$ cat src/rtl/dcache_arb_pkg.sv
// Shared types and constants for the dcache arbiter slice.
// Defining DCACHE_ARB_RR_EN switches the arbiter to round-robin.
package dcache_arb_pkg;

  localparam int DCACHE_DATA_W = 16;
  localparam int DCACHE_ADDR_W = 16;
  localparam int DCACHE_DEPTH  = 256;

  localparam int PORT_CPU = 0;
  localparam int PORT_DBG = 1;

  typedef enum logic [1:0] {
    IDLE,
    ACCESS,
    RDWAIT,
    RESP
  } arb_state_e;

endpackage

$ cat src/rtl/dcache_arbiter_if.sv
// Requester and memory signals of the dcache arbiter.
// slave = arbiter view; master = requesters plus memory.
interface dcache_arbiter_if #(
  parameter int DATA_W = dcache_arb_pkg::DCACHE_DATA_W,
  parameter int ADDR_W = dcache_arb_pkg::DCACHE_ADDR_W
);
  logic              m0_req, m0_we, m0_gnt, m0_rvalid, m0_err;
  logic [ADDR_W-1:0] m0_addr;
  logic [DATA_W-1:0] m0_wdata, m0_rdata;
  logic              m1_req, m1_we, m1_gnt, m1_rvalid, m1_err;
  logic [ADDR_W-1:0] m1_addr;
  logic [DATA_W-1:0] m1_wdata, m1_rdata;
  logic              mem_r_en, mem_w_en;
  logic [ADDR_W-1:0] mem_addr;
  logic [DATA_W-1:0] mem_w_data, mem_r_data;

  modport slave (
    input  m0_req, m0_we, m0_addr, m0_wdata,
    input  m1_req, m1_we, m1_addr, m1_wdata,
    input  mem_r_data,
    output m0_gnt, m0_rvalid, m0_rdata, m0_err,
    output m1_gnt, m1_rvalid, m1_rdata, m1_err,
    output mem_r_en, mem_w_en, mem_addr, mem_w_data
  );

  modport master (
    output m0_req, m0_we, m0_addr, m0_wdata,
    output m1_req, m1_we, m1_addr, m1_wdata,
    output mem_r_data,
    input  m0_gnt, m0_rvalid, m0_rdata, m0_err,
    input  m1_gnt, m1_rvalid, m1_rdata, m1_err,
    input  mem_r_en, mem_w_en, mem_addr, mem_w_data
  );
endinterface

$ cat src/rtl/dcache_arb_pick.sv
// Combinational two-way picker: a lone requester always wins; on a tie the
// pointer decides in rr mode, otherwise port 0 wins.
module dcache_arb_pick (
  input  logic [1:0] req,
  input  logic       ptr,
  input  logic       rr_en,
  output logic       win,
  output logic       any
);
  always_comb begin
    any = |req;
    win = 1'b0;
    if (&req) win = rr_en ? ptr : 1'b0;
    else      win = req[1];
  end
endmodule

$ cat src/rtl/dcache_arbiter.sv
// Two-port arbiter for the single-port dcache memory with registered strobes.
// Build with DCACHE_ARB_RR_EN for round-robin, otherwise fixed priority.
module dcache_arbiter
  import dcache_arb_pkg::*;
#(
  parameter int DATA_W = DCACHE_DATA_W,
  parameter int ADDR_W = DCACHE_ADDR_W,
  parameter int DEPTH  = DCACHE_DEPTH
) (
  input  logic             clk,
  input  logic             reset,
  dcache_arbiter_if.slave  bus
);
  localparam logic [31:0] DEPTH_U = 32'(DEPTH);

  logic [1:0]             req, we_v, gnt, rvalid, err;
  logic [1:0][ADDR_W-1:0] addr_v;
  logic [1:0][DATA_W-1:0] wdata_v, rdata_q;

  arb_state_e        state_q, state_nx;
  logic              win, any, win_q, we_q, oor_q;
  logic              r_en_q, w_en_q;
  logic [ADDR_W-1:0] addr_q;
  logic [DATA_W-1:0] wdata_q;
  logic              sel_we, sel_oor;
  logic [ADDR_W-1:0] sel_addr;
  logic [DATA_W-1:0] sel_wdata;
  logic              rr_ptr, rr_en;

  assign req     = {bus.m1_req,   bus.m0_req};
  assign we_v    = {bus.m1_we,    bus.m0_we};
  assign addr_v  = {bus.m1_addr,  bus.m0_addr};
  assign wdata_v = {bus.m1_wdata, bus.m0_wdata};

  dcache_arb_pick u_pick (
    .req   (req),
    .ptr   (rr_ptr),
    .rr_en (rr_en),
    .win   (win),
    .any   (any)
  );

  assign sel_we    = we_v[win];
  assign sel_addr  = addr_v[win];
  assign sel_wdata = wdata_v[win];
  assign sel_oor   = 32'(sel_addr) >= DEPTH_U;

`ifdef DCACHE_ARB_RR_EN
  // Pointer hands preference to the port that did not just win.
  assign rr_en = 1'b1;
  always_ff @(posedge clk) begin
    if (reset)                 rr_ptr <= 1'(PORT_CPU);
    else if (state_q == ACCESS) rr_ptr <= ~win_q;
  end
`else
  assign rr_en  = 1'b0;
  assign rr_ptr = 1'(PORT_CPU);
`endif

  always_comb begin
    state_nx = state_q;
    case (state_q)
      IDLE:    if (any) state_nx = ACCESS;
      ACCESS:  begin
        if (we_q)       state_nx = IDLE;
        else if (oor_q) state_nx = RESP;
        else            state_nx = RDWAIT;
      end
      RDWAIT:  state_nx = RESP;
      RESP:    state_nx = IDLE;
      default: state_nx = IDLE;
    endcase
  end

  always_ff @(posedge clk) begin
    if (reset) begin
      state_q <= IDLE;
      win_q   <= 1'b0;
      we_q    <= 1'b0;
      oor_q   <= 1'b0;
      r_en_q  <= 1'b0;
      w_en_q  <= 1'b0;
      addr_q  <= '0;
      wdata_q <= '0;
      rdata_q <= '0;
    end else begin
      state_q <= state_nx;
      r_en_q  <= 1'b0;
      w_en_q  <= 1'b0;
      // Strobes are registered here so they are high only during ACCESS.
      if (state_q == IDLE && any) begin
        win_q   <= win;
        we_q    <= sel_we;
        oor_q   <= sel_oor;
        r_en_q  <= ~sel_we & ~sel_oor;
        w_en_q  <= sel_we & ~sel_oor;
        addr_q  <= sel_addr;
        wdata_q <= sel_wdata;
      end
      if (state_q == ACCESS && !we_q && oor_q) rdata_q[win_q] <= '0;
      if (state_q == RDWAIT)                   rdata_q[win_q] <= bus.mem_r_data;
    end
  end

  for (genvar i = 0; i < 2; i++) begin : g_port
    assign gnt[i]    = (state_q == ACCESS) && (win_q == 1'(i));
    assign err[i]    = gnt[i] && oor_q;
    assign rvalid[i] = (state_q == RESP) && (win_q == 1'(i));
  end

  assign bus.m0_gnt    = gnt[PORT_CPU];
  assign bus.m0_err    = err[PORT_CPU];
  assign bus.m0_rvalid = rvalid[PORT_CPU];
  assign bus.m0_rdata  = rdata_q[PORT_CPU];
  assign bus.m1_gnt    = gnt[PORT_DBG];
  assign bus.m1_err    = err[PORT_DBG];
  assign bus.m1_rvalid = rvalid[PORT_DBG];
  assign bus.m1_rdata  = rdata_q[PORT_DBG];

  assign bus.mem_r_en   = r_en_q;
  assign bus.mem_w_en   = w_en_q;
  assign bus.mem_addr   = addr_q;
  assign bus.mem_w_data = wdata_q;
endmodule

$ cat src/flat_wrapper.sv
// flat-port wrapper written by rule: the top's interface ports become plain ports
module dcache_arbiter_flat import dcache_arb_pkg::*;
#(
  parameter int DATA_W = DCACHE_DATA_W,
  parameter int ADDR_W = DCACHE_ADDR_W,
  parameter int DEPTH  = DCACHE_DEPTH
)
  (clk, reset, bus_m0_req, bus_m0_we, bus_m0_addr, bus_m0_wdata, bus_m1_req, bus_m1_we, bus_m1_addr, bus_m1_wdata, bus_mem_r_data, bus_m0_gnt, bus_m0_rvalid, bus_m0_rdata, bus_m0_err, bus_m1_gnt, bus_m1_rvalid, bus_m1_rdata, bus_m1_err, bus_mem_r_en, bus_mem_w_en, bus_mem_addr, bus_mem_w_data);
  dcache_arbiter_if #(.DATA_W(DATA_W), .ADDR_W(ADDR_W)) bus_i ();
  input  logic clk;
  input  logic reset;
  input wire logic [$bits(bus_i.m0_req)-1:0] bus_m0_req;
  input wire logic [$bits(bus_i.m0_we)-1:0] bus_m0_we;
  input wire logic [$bits(bus_i.m0_addr)-1:0] bus_m0_addr;
  input wire logic [$bits(bus_i.m0_wdata)-1:0] bus_m0_wdata;
  input wire logic [$bits(bus_i.m1_req)-1:0] bus_m1_req;
  input wire logic [$bits(bus_i.m1_we)-1:0] bus_m1_we;
  input wire logic [$bits(bus_i.m1_addr)-1:0] bus_m1_addr;
  input wire logic [$bits(bus_i.m1_wdata)-1:0] bus_m1_wdata;
  input wire logic [$bits(bus_i.mem_r_data)-1:0] bus_mem_r_data;
  output wire logic [$bits(bus_i.m0_gnt)-1:0] bus_m0_gnt;
  output wire logic [$bits(bus_i.m0_rvalid)-1:0] bus_m0_rvalid;
  output wire logic [$bits(bus_i.m0_rdata)-1:0] bus_m0_rdata;
  output wire logic [$bits(bus_i.m0_err)-1:0] bus_m0_err;
  output wire logic [$bits(bus_i.m1_gnt)-1:0] bus_m1_gnt;
  output wire logic [$bits(bus_i.m1_rvalid)-1:0] bus_m1_rvalid;
  output wire logic [$bits(bus_i.m1_rdata)-1:0] bus_m1_rdata;
  output wire logic [$bits(bus_i.m1_err)-1:0] bus_m1_err;
  output wire logic [$bits(bus_i.mem_r_en)-1:0] bus_mem_r_en;
  output wire logic [$bits(bus_i.mem_w_en)-1:0] bus_mem_w_en;
  output wire logic [$bits(bus_i.mem_addr)-1:0] bus_mem_addr;
  output wire logic [$bits(bus_i.mem_w_data)-1:0] bus_mem_w_data;
  assign bus_i.m0_req = bus_m0_req;
  assign bus_i.m0_we = bus_m0_we;
  assign bus_i.m0_addr = bus_m0_addr;
  assign bus_i.m0_wdata = bus_m0_wdata;
  assign bus_i.m1_req = bus_m1_req;
  assign bus_i.m1_we = bus_m1_we;
  assign bus_i.m1_addr = bus_m1_addr;
  assign bus_i.m1_wdata = bus_m1_wdata;
  assign bus_i.mem_r_data = bus_mem_r_data;
  assign bus_m0_gnt = bus_i.m0_gnt;
  assign bus_m0_rvalid = bus_i.m0_rvalid;
  assign bus_m0_rdata = bus_i.m0_rdata;
  assign bus_m0_err = bus_i.m0_err;
  assign bus_m1_gnt = bus_i.m1_gnt;
  assign bus_m1_rvalid = bus_i.m1_rvalid;
  assign bus_m1_rdata = bus_i.m1_rdata;
  assign bus_m1_err = bus_i.m1_err;
  assign bus_mem_r_en = bus_i.mem_r_en;
  assign bus_mem_w_en = bus_i.mem_w_en;
  assign bus_mem_addr = bus_i.mem_addr;
  assign bus_mem_w_data = bus_i.mem_w_data;
  dcache_arbiter #(.DATA_W(DATA_W), .ADDR_W(ADDR_W), .DEPTH(DEPTH)) u_core (.clk(clk), .reset(reset), .bus(bus_i));
endmodule
$ cat config.mk
export PLATFORM = sky130hd
export DESIGN_NAME = dcache_arbiter_flat
export DESIGN_NICKNAME = d
export VERILOG_FILES = /design/src/rtl/dcache_arb_pkg.sv /design/src/rtl/dcache_arbiter_if.sv /design/src/rtl/dcache_arb_pick.sv /design/src/rtl/dcache_arbiter.sv /design/src/flat_wrapper.sv
export SDC_FILE = /design/constraint.sdc
export NUM_CORES = 1
export LEC_CHECK = 0
export CORE_UTILIZATION = 44
export DETAILED_ROUTE_END_ITERATION = 6
export PLACE_DENSITY = 0.84
export SLEW_MARGIN = 5
export SYNTH_ARGS = -nofsm -noshare
export SYNTH_HDL_FRONTEND = slang
export SYNTH_HIERARCHICAL = 1
export SYNTH_SLANG_ARGS = --single-unit
$ cat constraint.sdc
create_clock -name clk -period 2 [get_ports clk]
set_input_delay 0.2 -clock clk [delete_from_list [all_inputs] [get_ports clk]]
set_output_delay 0.2 -clock clk [all_outputs]
set_load 0.02 [all_outputs]
Word-level counts from Yosys, hierarchy flattened:

Index checks and enable logic that the tools add are counted.

* order comparisons: 4
* equality and inequality tests: 4
* muxes and demuxes: 17
* bitwise logic cells: 8
* reduce and logical (&&, ||, !) cells: 15

Operators by type and width (number)
* 32-bit two-way mux: 3
* 16-bit two-way mux: 5
* 32-bit bitwise AND: 1
* 32-bit bitwise mux: 1
* 32-bit NOT: 1
* 16-bit demux with 1-bit select: 1
* 16-bit by 9-bit greater-or-equal comparator with 1-bit output, second input constant: 1
* 1-bit logical AND: 10
* 2-bit one-hot mux with 4 select lines: 1
* 2-bit == test, second input constant: 2
* 1-bit by 2-bit less-than comparator with 1-bit output, second input constant: 2
* 1-bit two-way mux: 4
* 2-bit two-way mux: 2
* 1-bit NOT: 4
* 2-bit OR reduction: 2
* 1-bit bitwise AND: 2
* 2-bit by 1-bit == test with 1-bit output, second input constant: 1
* 2-bit logical NOT: 1
* 2-bit by 1-bit != test with 1-bit output, second input constant: 1
* 2-bit AND reduction: 1
* 1-bit greater-or-equal comparator, second input constant: 1
* 1-bit logical NOT: 1

* bits in registers: 71
* output and inout bits: 72

Longest topological paths before layout:

Gate-level depths: netlist of the first run.

* word-level depth: 10
* mapped depth: 6
* gate-level depth less buffers: 5

Modules after synthesis:

The synthesis of the first run kept the hierarchy.

By module, submodules not included
* dcache_arbiter: times used 1, cells each 370, area each 3293.2 um2
* dcache_arb_pick: times used 1, cells each 3, area each 17.5 um2

Worst setup path before layout of the first run:

Ideal clock, no wire load.

* kind: flip-flop to output port
* from: register u_core.state_q[0]
* to: output bus_m0_gnt
* arrival: 1.336 ns
* path slack: 0.464 ns
* cell stages (with the launch flop): 5
* cell sequence: dfxtp_1 -> clkbuf_2 -> clkbuf_1 -> and2b_1 -> nor2b_1

* longest elaborated chain between the ends: 2

Ends and longest elaborated chain
* start, declared: RTL line dcache_arbiter.sv:20 `arb_state_e state_q, state_nx;`
* start signal, assigned: RTL line dcache_arbiter.sv:87 `state_q <= state_nx;`
* 2-bit by 1-bit == test with 1-bit output: RTL line dcache_arbiter.sv:106 `assign gnt[i] = (state_q == ACCESS) && (win_q == 1'(i));`
* 1-bit logical AND: RTL line dcache_arbiter.sv:106
* end, declared: RTL line flat_wrapper.sv:21 `output wire logic [$bits(bus_i.m0_gnt)-1:0] bus_m0_gnt;`

No other way between the ends.

==> run summary, run 1 <==
## Clock network
- yes — CTS tree
- 3 — number of levels in the clock H-tree
- 0.07 ns — clock-pin transition on the worst setup and hold timing paths
- 2 — maximum clock insertion buffer count
- 0.33 ns — latest clock arrival within the worst-skew pair
- 71 — Sink Count
- 9 — TritonCTS buffer count
- sky130_fd_sc_hd__clkbuf_8 — clock tree root buffer cell
- 0 — post-CTS setup-driven buffer insertion count

## Layout
- 605 — layout net count
- 6.107% — share of cells above drive strength 1
- 57.22% — layout-stage area growth over the synthesis result
- 0 — antenna diode instance count
- sky130_fd_sc_hd__clkdlybuf4s50_1, sky130_fd_sc_hd__dfxtp_1, sky130_fd_sc_hd__nor2_1 — top library cells by usage in the layout, fill and taps aside
- sky130_fd_sc_hd__clkdlybuf4s50_1 — most common library cell in the layout ignoring fill and taps

## STA
- 0.5307 ns — Least-Margin Pin Slew
- 0 — count of final setup violators
- 0.5228 GHz — maximum frequency from static timing analysis
- 0 — final hold violations
- no — setup repair after global routing missed its margin
- 0 — count of final max-slew check failures
- 0 ns — final setup TNS
- 1.913 ns — Min Clock Period, post-route
- 64.29% — Slew headroom
- 95.64% — part of the cycle the worst path needs
- 0.08715 ns — worst setup slack after layout
- 0.009222 ns — final setup skew
- 0.5012 ns — hold slack

## Synthesis
- sky130_fd_sc_hd__dfxtp_1 — most used flip-flop cell after synthesis
- 6 — Yosys warnings
- 32 — Synth cell types
- 0% — Post-synth ARST share
- 8.876 µm² — mean instance size in the synthesized netlist
- 71 — count of state elements after synthesis
- 373 — cells after synthesis
- 3311 µm² — post-synth design cell area
- 0 — number of enable-type register cells in the synthesized netlist
- 42.93% — sequential-to-total area share from yosys stat

## Detailed routing
- 4 — drt first pass iters
- met4 — uppermost layer routed
- 3663 µm — routed metal-1 wirelength
- 143 — iteration-0 DRC count of the detailed router
- 840 µm — Detail Route met3 WL
- 3330 — vias after detailed routing
- 4573 µm — length of routed met2 wiring
- 9180 µm — final wirelength
- 0 — post-route ant nets
- 14.74 µm — mean routed wirelength per cell
- 0 — number of remaining DRC errors
- 5.345 — via-per-instance ratio

## Global route
- 68 — largest net degree at the start of global routing
- 0 — antenna violations before repair
- 23.98% — Global Route Usage Sum
- 14630 µm — global-route wire length before repair
- 3162 — number of global-route vias before repair
- 0 — residual overflow from global routing

## Critical path
- 0.47 ns — worst-case register-to-register setup slack
- 4 — logic depth of the worst register-to-register path
- u_core/oor_q — Reg2Reg Capture Point
- 1.71 ns — arrival time of data at the critical path endpoint
- output pin — critical path capture point type
- 5 — largest fanout on the critical path
- reg2out — Crit Path Class
- flop — Startpoint Class
- 1.80 ns — data required time of the worst path

## Floorplanning
- 158 — number of primary I/O pins
- 7875 µm² — Die Footprint
- 31 — std cell rows
- 7253 µm² — area inside the core boundary
- 88.74 µm — DIE HEIGHT
- 88.74 µm — die width
- 45.64% — initial standard-cell utilization of the core

## Placement
- 0.8470 — Final GP Congestion
- 6735 µm — HPWL after detailed placement
- 0.1031 ns — post-placement setup slack
- 157 — port bufs

## Status
- finished clean — result of the run

## Power and ir drop
- 3786 µW — overall power
- 0.0004171 V — largest vdd supply drop
- 727.4 nW/µm² — Pwr Density
- 0.002002 µW — Static Leak

## Worst hold path
- reg2reg — type of the most critical hold path
- u_core/bus.mem_w_data[3] — Min-Delay Endpoint
- u_core/bus.mem_w_data[3] — startpoint of the tightest hold check path
- 2 — worst hold path cell count

## Run
- 0 — number of max-cap violations

-- per-layer routing --
| layer | GRT usage [%] | up-vias |
|---|---|---|
| li1 | - | 1654 |
| met1 | 27.68 | 1527 |
| met2 | 42.24 | 139 |
| met3 | 6.810 | 10 |
| met4 | 8.651 | 0 |
| met5 | 0 | - |
-- through the flow --
stage	utilization, %	std cells	cell area (µm²)
2_1_floorplan	-	374	3314
3_5_place_dp	68.97	607	5002
4_1_cts	71.66	623	5197
6_report	71.76	623	5205
5_1_grt	71.76	623	5205
3_3_place_gp	68.97	607	5002
-- where the power goes --
part | internal (µW) | leakage [µW] | switching, µW
logic | 549 | 0.00132 | 541
registers | 1540 | 0.000582 | 72.1
clock network | 585 | 0.0000987 | 502
-- logic make-up (layout without fill, tap and decap cells) --
family	count (synthesis)	in the layout	synth area share [%]
other cells	1	2	0.1133
simple gates	122	122	22.68
mux	33	33	9.977
buf+inv	39	189	4.800
compound gates	107	107	19.50
flops	71	71	42.93
-- Yosys cell counts (3+ instances only) --
cell type	count	area, µm²
sky130_fd_sc_hd__nand2_1	6	22.52
sky130_fd_sc_hd__nor4bb_1	16	160.2
sky130_fd_sc_hd__o21ai_0	30	150.1
sky130_fd_sc_hd__nor2b_1	17	106.4
sky130_fd_sc_hd__a21oi_1	35	175.2
sky130_fd_sc_hd__clkbuf_1	24	90.09
sky130_fd_sc_hd__nor4_1	4	25.02
sky130_fd_sc_hd__nor2_1	51	191.4
sky130_fd_sc_hd__buf_2	9	45.04
sky130_fd_sc_hd__mux2i_1	33	330.3
sky130_fd_sc_hd__a211oi_1	33	247.7
sky130_fd_sc_hd__inv_1	3	11.26
sky130_fd_sc_hd__and4b_1	16	160.2
sky130_fd_sc_hd__dfxtp_1	71	1421
-- worst max path at each step --
| stage | from | slack, ns | endpoint |
|---|---|---|---|
| 2_1_floorplan | u_core/state_q[0] | 0.46 | bus_m0_gnt |
| 3_3_place_gp | bus_m0_addr[13] | 0.18 | u_core/bus.mem_w_en |
| 3_5_place_dp | bus_m0_req | 0.10 | u_core/oor_q |
| 4_1_cts | flop | 0.02 | bus_m1_rvalid |
| 5_1_grt | flop | 0.01 | bus_m1_err |
| 6_report | flop | 0.09 | bus_m1_err |
-- layout make-up --
class	instances	area, µm²
fill	563	2048
multi-input combinational	264	1750
timing repair buffer	170	1702
sequential	71	1423
clock buffer	14	182.7
tap	99	123.9
clock inverter	2	12.51
inverter	3	11.26
-- worst max-delay path, stage by stage (launching register included) --
cell and delay, ns:
sky130_fd_sc_hd__dfxtp_1 0.33, sky130_fd_sc_hd__and2b_1 0.27, sky130_fd_sc_hd__and3_1 0.17, sky130_fd_sc_hd__clkdlybuf4s50_1 0.62
-- what timing repair did --
| action | 4_1_cts | 5_1_grt |
|---|---|---|
| resized for setup | 0 | 2 |
| setup endpoints to repair | 0 | 2 |
| hold buffers | 0 | 0 |
(Power assumes the default switching activity.)
==> inputs of run 2 (changes only) <==
Settings changed: CORE_MARGIN from default to 2.
==> run 2 against run 1 <==
Against the previous run:
- via count decreased by 0.27%
- worst hold slack got worse by 0.0013 ns
- register-to-register slack got worse by 0.06 ns
- fmax increased by 1.4%
- power decreased by 1.9%
- count of clock-buffer cells in the layout decreased by 2
- flip-flop and latch count unchanged
- design area decreased by 0.46%
- first-iteration DRC count decreased by 29%
- clock power decreased by 6%
- global-route usage decreased by 1.4 points
- highest routed layer unchanged
==> run summary, run 2 (synthesis gave the netlist of run 1 again) <==
## Detailed routing
- 102 — iteration-0 DRC count of the detailed router, -29%
- 15.05 µm — mean routed wirelength per cell, +2.2%
- 0 — post-route ant nets, unchanged
- 5.331 — via-per-instance ratio, -0.27%
- 9379 µm — final wirelength, +2.2%
- 0 — number of remaining DRC errors, unchanged
- 5 — drt first pass iters, +1
- 3321 — vias after detailed routing, -0.27%

## Clock network
- 2 — maximum clock insertion buffer count, unchanged
- 9 — TritonCTS buffer count, unchanged
- 0.07 ns — clock-pin transition on the worst setup and hold timing paths, about the same
- 0 — Post-CTS Hold Buffers, unchanged
- yes — CTS tree
- 0.34 ns — latest clock arrival within the worst-skew pair, about the same
- 3 — number of levels in the clock H-tree, unchanged
- 71 — Sink Count, unchanged
- sky130_fd_sc_hd__clkbuf_8 — clock tree root buffer cell

## Critical path
- 5 — logic depth of the worst register-to-register path, +1
- output pin — critical path capture point type
- 1.69 ns — arrival time of data at the critical path endpoint, -0.02 ns
- sky130_fd_sc_hd__clkdlybuf4s50_1 — slowest cell on the critical path
- flop — Startpoint Class
- 0.41 ns — worst-case register-to-register setup slack, -0.06 ns
- 2 — Buf+Inv Stages, Crit Path, +1
- u_core/bus.mem_w_data[14] — Reg2Reg Capture Point
- 0.59 ns — highest cell delay on the worst timing path, -0.03 ns
- 1.80 ns — data required time of the worst path, about the same
- reg2out — Crit Path Class
- 39 — largest fanout on the critical path, +34
- buffers and inverters — kind of cell adding the most delay to the critical path
- buf_8 -> and3_1 -> clkdlybuf4s50_1 — crit path cell chain

## Worst hold path
- u_core/bus.mem_w_data[13] — startpoint of the tightest hold check path
- 2 — worst hold path cell count, unchanged
- reg2reg — type of the most critical hold path
- u_core/bus.mem_w_data[13] — Min-Delay Endpoint

## STA
- 1.886 ns — Min Clock Period, post-route, -0.02651 ns
- 0 ns — final setup TNS, unchanged
- 0 — count of final setup violators, unchanged
- 0 — final hold violations, unchanged
- 0.1137 ns — worst setup slack after layout, +0.02651 ns
- 94.32% — part of the cycle the worst path needs, -1.3 points
- 0.006742 ns — final setup skew, -0.002480 ns
- 0.5301 GHz — maximum frequency from static timing analysis, +1.4%
- no — setup repair after global routing missed its margin
- 0 — count of final max-slew check failures, unchanged

## Floorplanning
- 7253 µm² — area inside the core boundary, unchanged
- 45.64% — initial standard-cell utilization of the core, unchanged
- 31 — std cell rows, unchanged
- 8234 µm² — Die Footprint, +4.6%
- 90.74 µm — DIE HEIGHT, +2.3%
- 158 — number of primary I/O pins, unchanged
- 90.74 µm — die width, +2.3%

## Global route
- 3227 — number of global-route vias before repair, +2.1%
- 0 — residual overflow from global routing, unchanged
- 15240 µm — global-route wire length before repair, +4.2%
- 66 — largest net degree at the start of global routing, -2.9%
- 0 — antenna violations before repair, unchanged
- 22.62% — Global Route Usage Sum, -1.4 points

## Layout
- 71.43% — fraction of the core area covered by cells at the end of the flow, -0.33 points
- 0 — antenna diode instance count, unchanged
- 56.50% — layout-stage area growth over the synthesis result
- sky130_fd_sc_hd__clkdlybuf4s50_1, sky130_fd_sc_hd__dfxtp_1, sky130_fd_sc_hd__nor2_1 — top library cells by usage in the layout, fill and taps aside
- 6.298% — share of cells above drive strength 1, +0.19 points
- 605 — layout net count, unchanged
- sky130_fd_sc_hd__clkdlybuf4s50_1 — most common library cell in the layout ignoring fill and taps

## Status
- finished clean — result of the run

## Power and ir drop
- 0.002017 µW — Static Leak, +0.78%
- 0.0004180 V — largest vdd supply drop, +0.22%
- 716.6 nW/µm² — Pwr Density, -1.5%

## Placement
- 0.06136 ns — post-placement setup slack, -0.04174 ns
- 6839 µm — HPWL after detailed placement, +1.6%
- 157 — port bufs, unchanged
- 0.8545 — Final GP Congestion, +0.89%

## Run
- 0 — number of max-cap violations, unchanged

run 2: cell count changes in the layout (fill, tap and decap cells not counted), sizes merged:
cell / previous run / this run
clkbuf: 14 / 12
clkdlybuf4s50: 157 / 153
clkinv: 1 / 4
clkinvlp: 1 / 0
dlygate4sd2: 0 / 4
run 2: timing repair:
action | in CTS | in global routing
endpoints found under the hold margin | 0 | 0
setup endpoints to repair | 4 | 2
setup buffers | 0 | 0
gates resized for setup | 4 | 3
run 2: stage by stage:
step / instance area, µm² / std cells / hold WS (ns) / total power (µW)
after floorplan: 3314 / 374 / 0.4104 / 2202
after global placement: 5002 / 607 / 0.4859 / 2695
after detailed placement: 5002 / 607 / 0.4929 / 2718
after CTS: 5172 / 623 / 0.4915 / 3732
after global routing: 5181 / 623 / 0.5128 / 3890
final: 5181 / 623 / 0.4999 / 3713
run 2: worst max path at each step:
stage | startpoint | to | slack (ns) | cells after the start
CTS | flop | bus_m1_rvalid | 0.03 | 3
global placement | bus_m0_req | u_core/oor_q | 0.19 | 5
global route | flop | bus_m1_rvalid | 0.009 | 3
detailed placement | bus_m0_req | u_core/bus.mem_w_data[14] | 0.06 | 6
finish | flop | bus_m1_rvalid | 0.11 | 3
floorplan | u_core/state_q[0] | bus_m0_gnt | 0.46 | 4
run 2: metal layers:
metal / track usage [%] / wire length [µm]
met1: 26.79 / 3796
met2: 38.00 / 4631
met3: 7.513 / 764
met4: 8.333 / 187
met5: 0 / 0
run 2: worst min-delay path: cells and delay by family, from the launching register on:
kind | cells | cell delay, ns
and+or+nand+nor | 1 | 0.09
DFF | 1 | 0.31
AOI/OAI and AO/OA | 1 | 0.05
run 2: power breakdown:
part           internal, µW  leakage (µW)  total, µW  switching [µW]
sequential             1540      0.000583       1610            76.4
clock                   510     0.0000959       1020             510
combinational           543       0.00134       1080             538
run 2: layout make-up:
| class | instances | area, µm² |
|---|---|---|
| clock buffer | 12 | 155.1 |
| inverter | 3 | 11.26 |
| clock inverter | 4 | 20.02 |
| multi-input combinational | 264 | 1750 |
| tap | 99 | 123.9 |
| timing repair buffer | 170 | 1697 |
| fill | 571 | 2072 |
| sequential | 71 | 1424 |
==> inputs of run 3 (changes only) <==
Settings changed: CORE_UTILIZATION 44 to 37, PLACE_DENSITY 0.84 to 0.75.
Clock period 2 ns to 1.5 ns, I/O delays scaled along.
==> run 3 against run 2 <==
Against the previous run:
- clock power increased by 100%
- via count increased by 4.3%
- sequential power increased by 33%
- register-to-register slack got worse by 0.38 ns
- combinational power increased by 51%
- first-iteration DRC count increased by 34%
- routed wire length increased by 9.5%
- clock skew increased by 0.0027 ns
- critical path depth increased by 4
- critical path type is now in2reg
- highest routed layer unchanged
==> run summary, run 3 (synthesis gave the netlist of run 1 again) <==
## Status
- finished clean — result of the run

## Power and ir drop
- 0.0004710 V — largest vdd supply drop, +13%
- 1023 nW/µm² — Pwr Density, +43%
- 0.002618 µW — Static Leak, +30%

## Floorplanning
- 9720 µm² — Die Footprint, +18%
- 34 — std cell rows, +9.7%
- 8678 µm² — area inside the core boundary, +20%
- 98.59 µm — DIE HEIGHT, +8.7%
- 38.15% — initial standard-cell utilization of the core, -7.5 points
- 158 — number of primary I/O pins, unchanged
- 98.59 µm — die width, +8.7%

## Clock network
- 71 — Sink Count, unchanged
- yes — CTS tree
- 3 — number of levels in the clock H-tree, unchanged
- 9 — TritonCTS buffer count, unchanged
- 2 — maximum clock insertion buffer count, unchanged
- 0.34 ns — latest clock arrival within the worst-skew pair, about the same
- sky130_fd_sc_hd__clkbuf_8 — clock tree root buffer cell
- 0 — Post-CTS Hold Buffers, unchanged
- 0.08 ns — clock-pin transition on the worst setup and hold timing paths, about the same

## Detailed routing
- 15.75 µm — mean routed wirelength per cell, +4.6%
- 137 — iteration-0 DRC count of the detailed router, +34%
- 5.313 — via-per-instance ratio, -0.33%
- 0 — post-route ant nets, unchanged
- 4 — drt first pass iters, -1
- 3464 — vias after detailed routing, +4.3%
- 0 — number of remaining DRC errors, unchanged
- 10270 µm — final wirelength, +9.5%

## Layout
- 71.66% — layout-stage area growth over the synthesis result
- 14.52% — share of cells above drive strength 1, +8.2 points
- 689 — number of inserted filler cells in the final layout, +21%
- 0 — antenna diode instance count, unchanged
- 652 — Cell Count, Final, Fillers Out, +4.7%
- 625 — layout net count, +3.3%
- sky130_fd_sc_hd__clkdlybuf4s50_1, sky130_fd_sc_hd__dfxtp_1, sky130_fd_sc_hd__nor2_1 — top library cells by usage in the layout, fill and taps aside
- 5683 µm² — post-route cell area, +9.7%
- sky130_fd_sc_hd__clkdlybuf4s50_1 — most common library cell in the layout ignoring fill and taps

## STA
- 0 ns — final setup TNS, unchanged
- 0 — final hold violations, unchanged
- 64.15% — Slew headroom
- 0 — count of final setup violators, unchanged
- yes — setup repair after global routing missed its margin
- 1.472 ns — Min Clock Period, post-route
- 0.6793 GHz — maximum frequency from static timing analysis
- 0 — count of final max-slew check failures, unchanged
- 0.5360 ns — Least-Margin Pin Slew
- 98.15% — part of the cycle the worst path needs
- 0.009432 ns — final setup skew, +0.002690 ns

## Global route
- 15890 µm — global-route wire length before repair, +4.3%
- 19.90% — Global Route Usage Sum, -2.7 points
- 0 — residual overflow from global routing, unchanged
- 38 — largest net degree at the start of global routing, -42%
- 3263 — number of global-route vias before repair, +1.1%
- 0 — antenna violations before repair, unchanged

## Placement
- 7342 µm — HPWL after detailed placement, +7.3%
- 629 — number of placed instances with taps included, +3.6%
- 5124 µm² — instance area at placement, +2.4%
- 157 — port bufs, unchanged
- 0.7617 — Final GP Congestion, -11%

## Critical path
- 1.75 ns — data required time of the worst path, -0.05 ns
- sky130_fd_sc_hd__buf_4 — most repeated library cell on the critical path
- sky130_fd_sc_hd__clkdlybuf4s50_1 — slowest cell on the critical path
- in2reg — Crit Path Class
- clkdlybuf4s50_1 -> or2_4 -> nor3b_4 -> buf_4 -> buf_4 -> clkbuf_16 -> a211oi_1 — crit path cell chain
- 12 — largest fanout on the critical path, -69%
- 1.72 ns — arrival time of data at the critical path endpoint, +0.03 ns
- buffers and inverters — kind of cell adding the most delay to the critical path
- primary input — Startpoint Class
- 4 — Buf+Inv Stages, Crit Path, +2
- flop — critical path capture point type
- 0.46 ns — highest cell delay on the worst timing path, -0.13 ns

## Worst hold path
- in2reg — type of the most critical hold path

## Run
- 0 — number of max-cap violations, unchanged

[run 3: cell types whose count changed in the layout (fill, tap and decap cells not counted), moves of 3 or more]
cell                              change
sky130_fd_sc_hd__bufinv_16            +4
sky130_fd_sc_hd__buf_4               +11
sky130_fd_sc_hd__dlymetal6s2s_1      +28
sky130_fd_sc_hd__nor4bb_1             -8
sky130_fd_sc_hd__a211oi_2             +4
sky130_fd_sc_hd__clkdlybuf4s50_1     -31
sky130_fd_sc_hd__a211oi_1             -4
sky130_fd_sc_hd__clkinv_2             -4
sky130_fd_sc_hd__nor4bb_2             +6
sky130_fd_sc_hd__buf_6                +4
sky130_fd_sc_hd__buf_2                +6
sky130_fd_sc_hd__dlygate4sd2_1        -3
[run 3: cell type report]
type / instances / area, µm² / share of cell area [%]
Multi-Input combinational cell: 264 / 1901 / 33.44
Sequential cell: 71 / 1424 / 25.06
Tap cell: 108 / 135.1 / 2.378
Clock inverter: 7 / 143.9 / 2.532
Inverter: 3 / 11.26 / 0.1982
Timing Repair Buffer: 190 / 1944 / 34.21
Clock buffer: 9 / 123.9 / 2.180
[run 3: tightest hold or removal path, cell delays in order]
cell and delay [ns]:
sky130_fd_sc_hd__clkdlybuf4s50_1 0.39, sky130_fd_sc_hd__mux2i_1 0.12, sky130_fd_sc_hd__a211oi_1 0.08
[run 3: per-stage QoR]
stage	setup slack [ns]	hold WS, ns	utilization, %	power, µW
finish	0.02779	0.4493	65.48	5811
global placement	-0.2696	0.4864	59.04	3655
floorplan	0.01365	0.3604	-	2937
global route	-0.03529	0.4632	65.48	6085
CTS	0.00006117	0.4366	62.25	5728
detailed placement	-0.4562	0.4937	59.04	3689
[run 3: metal layers]
layer	wire [µm]	vias up	track usage, %
li1	-	1694	-
met3	932	12	6.879
met2	4933	150	32.18
met1	4268	1608	24.72
met5	0	-	0
met4	131	0	7.060
[run 3: repair_timing]
item	in CTS	in global routing
pin swaps	0	2
setup endpoints to repair	10	69
buffers inserted	0	4
resized for setup	26	59
gates cloned	0	3
hold endpoints to repair	0	0
[run 3: worst paths after layout]
kind                            startpoint                   endpoint  slack (ns)  cells after the start
setup / recovery                bus_m0_req   u_core/bus.mem_w_data[8]        0.03                      7
hold / removal            bus_m0_wdata[15]  u_core/bus.mem_w_data[15]        0.45                      3
setup reg to reg         u_core/state_q[0]        u_core/bus.mem_r_en        0.03                      4
hold reg to reg   u_core/bus.mem_w_data[5]   u_core/bus.mem_w_data[5]        0.50                      2
[run 3: power by group]
part / leakage (µW) / internal (µW) / total, µW / switching, µW
registers: 0.000583 / 2050 / 2140 / 94.2
logic: 0.00191 / 829 / 1630 / 802
clock network: 0.000126 / 1280 / 2040 / 761
